--- config.mk ---
export PLATFORM = sky130hd
export DESIGN_NAME = seq_divider_n
export DESIGN_NICKNAME = d
export VERILOG_FILES = /design/src/rtl/seq_divider_n.sv
export SDC_FILE = /design/constraint.sdc
export NUM_CORES = 1
export LEC_CHECK = 0
export ABC_AREA = 1
export ABC_CLOCK_PERIOD_IN_PS = 2300
export CORE_MARGIN = 5
export CORE_UTILIZATION = 30
export CTS_CLUSTER_DIAMETER = 60
export CTS_CLUSTER_SIZE = 28
export DETAILED_ROUTE_END_ITERATION = 6
export SYNTH_ARGS = -nofsm -noshare
export SYNTH_HDL_FRONTEND = slang
export SYNTH_SLANG_ARGS = --single-unit
--- constraint.sdc ---
create_clock -name CLK -period 2.3 [get_ports CLK]
set_input_delay 0.345 -clock CLK [delete_from_list [all_inputs] [get_ports CLK]]
set_output_delay 0.345 -clock CLK [all_outputs]
set_load 0.01 [all_outputs]
--- src/rtl/seq_divider_n.sv ---
// seq_divider_n: sequential restoring divider, one quotient bit per clock.
// Optional signed mode (with FIX state) is enabled by defining DIV_SIGNED_EN.
module seq_divider_n #(
   parameter int unsigned WIDTH = 8
) (
   input  logic             CLK,
   input  logic             rst,
   input  logic             Go,
   input  logic             sgn,
   input  logic [WIDTH-1:0] X,
   input  logic [WIDTH-1:0] Y,
   output logic [WIDTH-1:0] Q,
   output logic [WIDTH-1:0] R,
   output logic             Busy,
   output logic             Done,
   output logic             Err
);
   localparam int unsigned CW = $clog2(WIDTH + 1);

   typedef enum logic [2:0] {
      IDLE,
      CHECK,
      ITER,
`ifdef DIV_SIGNED_EN
      FIX,
`endif
      DONE
   } state_t;

   state_t           st, st_n;
   logic [WIDTH-1:0] xs, xs_n, ys, ys_n, q_n, r_n;
   logic [WIDTH:0]   ra, ra_n, sh_ra;
   logic [CW-1:0]    cnt, cnt_n;
   logic             err, err_n;
   logic [1:0]       unused_bits;
`ifdef DIV_SIGNED_EN
   localparam logic [WIDTH-1:0] MIN_NEG = {1'b1, {(WIDTH-1){1'b0}}};
   logic             sgn_r, sgn_r_n, sx, sx_n, sy, sy_n;
`endif

   // ra[WIDTH] is only ever zero after a restore step; sgn is unused when unsigned
   assign unused_bits = {sgn, ra[WIDTH]};

   always_ff @(posedge CLK or posedge rst) begin
      if (rst) st <= IDLE;
      else     st <= st_n;
   end

   always_comb begin
      st_n  = st;
      xs_n  = xs;
      ys_n  = ys;
      ra_n  = ra;
      cnt_n = cnt;
      err_n = err;
      q_n   = Q;
      r_n   = R;
      sh_ra = {ra[WIDTH-1:0], xs[WIDTH-1]};
`ifdef DIV_SIGNED_EN
      sgn_r_n = sgn_r;
      sx_n    = sx;
      sy_n    = sy;
`endif
      case (st)
         IDLE: begin
            if (Go) begin
               xs_n  = X;
               ys_n  = Y;
               err_n = 1'b0;
`ifdef DIV_SIGNED_EN
               sgn_r_n = sgn;
`endif
               st_n  = CHECK;
            end
         end
         CHECK: begin
            if (ys == '0) begin
               q_n   = '1;
               r_n   = xs;
               err_n = 1'b1;
               st_n  = DONE;
            end else begin
               ra_n  = '0;
               cnt_n = CW'(WIDTH);
               st_n  = ITER;
`ifdef DIV_SIGNED_EN
               sx_n  = sgn_r & xs[WIDTH-1];
               sy_n  = sgn_r & ys[WIDTH-1];
               if (sgn_r && xs[WIDTH-1]) xs_n = -xs;
               if (sgn_r && ys[WIDTH-1]) ys_n = -ys;
               err_n = sgn_r && (xs == MIN_NEG) && (ys == '1);
`endif
            end
         end
         ITER: begin
            if (sh_ra >= {1'b0, ys}) begin
               ra_n = sh_ra - {1'b0, ys};
               xs_n = {xs[WIDTH-2:0], 1'b1};
            end else begin
               ra_n = sh_ra;
               xs_n = {xs[WIDTH-2:0], 1'b0};
            end
            cnt_n = cnt - 1'b1;
            if (cnt == CW'(1)) begin
`ifdef DIV_SIGNED_EN
               st_n = FIX;
`else
               // Results are loaded on entry to DONE so they are valid alongside Done
               q_n  = xs_n;
               r_n  = ra_n[WIDTH-1:0];
               st_n = DONE;
`endif
            end
         end
`ifdef DIV_SIGNED_EN
         FIX: begin
            q_n  = (sx ^ sy) ? -xs : xs;
            r_n  = sx ? -ra[WIDTH-1:0] : ra[WIDTH-1:0];
            st_n = DONE;
         end
`endif
         DONE:    st_n = IDLE;
         default: st_n = IDLE;
      endcase
   end

   always_ff @(posedge CLK or posedge rst) begin
      if (rst) begin
         xs  <= '0;
         ys  <= '0;
         ra  <= '0;
         cnt <= '0;
         err <= 1'b0;
         Q   <= '0;
         R   <= '0;
`ifdef DIV_SIGNED_EN
         sgn_r <= 1'b0;
         sx    <= 1'b0;
         sy    <= 1'b0;
`endif
      end else begin
         xs  <= xs_n;
         ys  <= ys_n;
         ra  <= ra_n;
         cnt <= cnt_n;
         err <= err_n;
         Q   <= q_n;
         R   <= r_n;
`ifdef DIV_SIGNED_EN
         sgn_r <= sgn_r_n;
         sx    <= sx_n;
         sy    <= sy_n;
`endif
      end
   end

   always_comb begin
      Busy = (st != IDLE) && (st != DONE);
      Done = (st == DONE);
      Err  = (st == DONE) && err;
   end

endmodule

==> flow_summary.toml <==
[floorplan]
io_pins = 39
dieArea_um2 = 11600
placementRows = 35
die_h_um = 108
start_util_pct = 30.8
core_um2 = 9280
die_x_um = 108

[layout]
nets = 448
areaGrowthSynthToFinish_pct = 20.5
drive_gt1_share_pct = 7.26
diodes = 0
fin_util_pct = 37.1

[yosys]
synth_edf_count = 0
syn_inst = 376
ys_types = 34
synth_seq_cells = 47
ys_seq_area_share_pct = 41.2
async_reset_ff_share_pct = 100
synthTopCellsByCount = "nand2_1 (95), inv_1 (49), dfrtp_1 (47), nor2_1 (46), nand3_1 (27)"
synth_top_area_share_pct = 41.2
synthesis.nets = 411
ys_warn_count = 0
syn_area_um2 = 2860
synth.most_common_cell = "nand2_1"
synth_top_area_cell = "dfrtp_1"
ys.flop_type = "dfrtp_1"
synth_area_leaders = "dfrtp_1 (41%), nand2_1 (12%), inv_1 (6.4%), ha_1 (6.1%), nor2_1 (6.0%)"
synth.avg_cell_area_um2 = 7.60

[route]
met2_length_um = 2870
drt_iter0_drc = 127
routedLengthMet1_um = 3380
wl_per_cell_um = 12.2
drc_errors = 0
routed_wl_um = 6600
dr.pass1.iters = 4
vias = 2469
vias_per_cell = 4.56
dr.max_layer_used = "met4"
ant_nets = 0
met3_length_um = 232

[clock_network]
ctsResizeCount = 0
ctsHoldBuffers = 0
htree_num_levels = 2
cts_setup_buffers = 0
cts_max_path_buffers = 2
cts.root.buffer_cell = "clkbuf_8"
clkSlewWorstSetupHoldPaths_ns = 0.09
numCtsBuffers = 5
tritoncts = "yes"
clock-sinks = 47
clk_latency_ns = 0.30

[sta]
finalCritPeriodShare_pct = 89.3
rsz0062_at_grt = "no"
hold_viol_final = 0
setup-violations-final = 0
relSlewSlack_pct = 54.7
clock.fmax_mhz = 487
setup-tns-final_ns = 0
fin_crit_ns = 2.05
tightest_slew_ns = 0.679
skew_ns = 0.00814
slew_violations = 0

[grt]
antenna_found_initial = 0
grtUsageTotal_pct = 11.8
grt_remaining_overflow = 0
grt_max_degree = 47
grt_pass1_vias = 2346
grt_first_pass_wirelength_um = 11100

[critical_path]
cpPeakStageDelay_ns = 0.39
cp.depth = 10
path_class = "reg2reg"
critPathMaxFanout = 22
critPathRequiredTime_ns = 2.50
path_delay_family = "simple AND/OR/NAND/NOR gates"
cp.arrival_ns = 2.25
end_kind = "flip-flop"
reg2reg_depth = 10
crit_buf_inv = 4
start_kind = "flip-flop"
worstPathCellList = "inv_1 > ha_1 > inv_4 > or2_4 > nand2_1 > nand2_2 > clkinv_2 > or2_2 > nand2_1 > inv_1"
crit_slowest_cell = "dfrtp_1"

[job]
maxCapViolCount = 0

[outcome]
status = "finished clean"

[power_and_ir_drop]
total_power_uw = 4230
leakagePower_uw = 0.00172
vdd_drop_max_v = 0.000768
powerDensity_nw_per_um2 = 1230

[placement]
io_buffers = 37
dp_hpwl_um = 5070
gp_congestion = 0.841

[hold_path]
min_path_type = "in2async"
cell families (layout without fill, tap and decap cells):
| family | after synthesis | after routing | synth area share (%) |
|---|---|---|---|
| flip-flops | 47 | 47 | 41.2 |
| buffers and inverters | 64 | 101 | 9.94 |
| XOR/XNOR | 3 | 3 | 0.920 |
| adder cells (fa/ha/maj) | 15 | 15 | 6.83 |
| AO/OA/AOI/OAI | 46 | 46 | 9.11 |
| AND/OR/NAND/NOR | 200 | 200 | 31.6 |
| multiplexers | 1 | 1 | 0.394 |
registers in the layout, indices dropped and copies added (netlist names):
register  cells
xs            8
ys            8
R             8
st            2
Q             8
err           1
ra            8
cnt           4
routing by layer:
| metal | track usage (%) | up-vias |
|---|---|---|
| met1 | 17.1 | 1128 |
| met3 | 1.98 | 11 |
| met4 | 3.16 | 0 |
| li1 | - | 1279 |
| met5 | 0 | - |
| met2 | 18.1 | 51 |
power breakdown:
group / internal, uW / switching (uW) / leakage [uW]
sequential: 1150 / 172 / 0.000554
clock: 319 / 274 / 0.0000513
combinational: 918 / 1400 / 0.00111
worst reg2reg max path, cell delays in order (launching register included):
cell,delay [ns]
dfrtp_1,0.39
inv_1,0.09
ha_1,0.30
inv_4,0.10
or2_4,0.11
nand2_1,0.06
nand2_2,0.19
clkinv_2,0.27
or2_2,0.35
nand2_1,0.06
inv_1,0.03
through the flow:
step / hold WS, ns / area (um2) / instances / setup slack [ns]
after floorplan: 0.469 / 2860 / 376 / 0.613
after global placement: 0.495 / 3340 / 535 / 0.301
after detailed placement: 0.498 / 3340 / 535 / 0.267
after CTS: 0.480 / 3440 / 542 / 0.235
after global routing: 0.541 / 3440 / 542 / 0.0770
final: 0.459 / 3440 / 542 / 0.246
worst paths after layout:
check | slack, ns | end | start
min in group CLK | 0.50 | Q[0] | Q[0]
max | 0.25 | R[6] | st[0]
min reg2reg | 0.50 | Q[0] | Q[0]
min | 0.46 | cnt[2] | rst
max reg2reg | 0.25 | R[6] | st[0]
max in group asynchronous | 1.24 | ys[0] | rst
cell type report:
class                      instances  area [um2]
clock buffer                       6        72.6
clock inverter                     1        30.0
fill                            1008        5840
inverter                          52         199
multi-input combinational        265        1400
sequential                        47        1180
tap                              129         161
timing repair buffer              42         408
cell usage in the layout, fill, tap and decap left out, types with 4 or more instances in the layout:
master	count
nand2_1	95
o211ai_1	7
clkdlybuf4s50_1	37
clkbuf_8	5
nand3_1	27
nor2_1	46
or2_1	4
o21ai_0	14
buf_4	5
inv_1	48
dfrtp_1	47
a21oi_1	12
ha_1	14
a31oi_1	8
nand4_1	10
(Power assumes the default switching activity.)
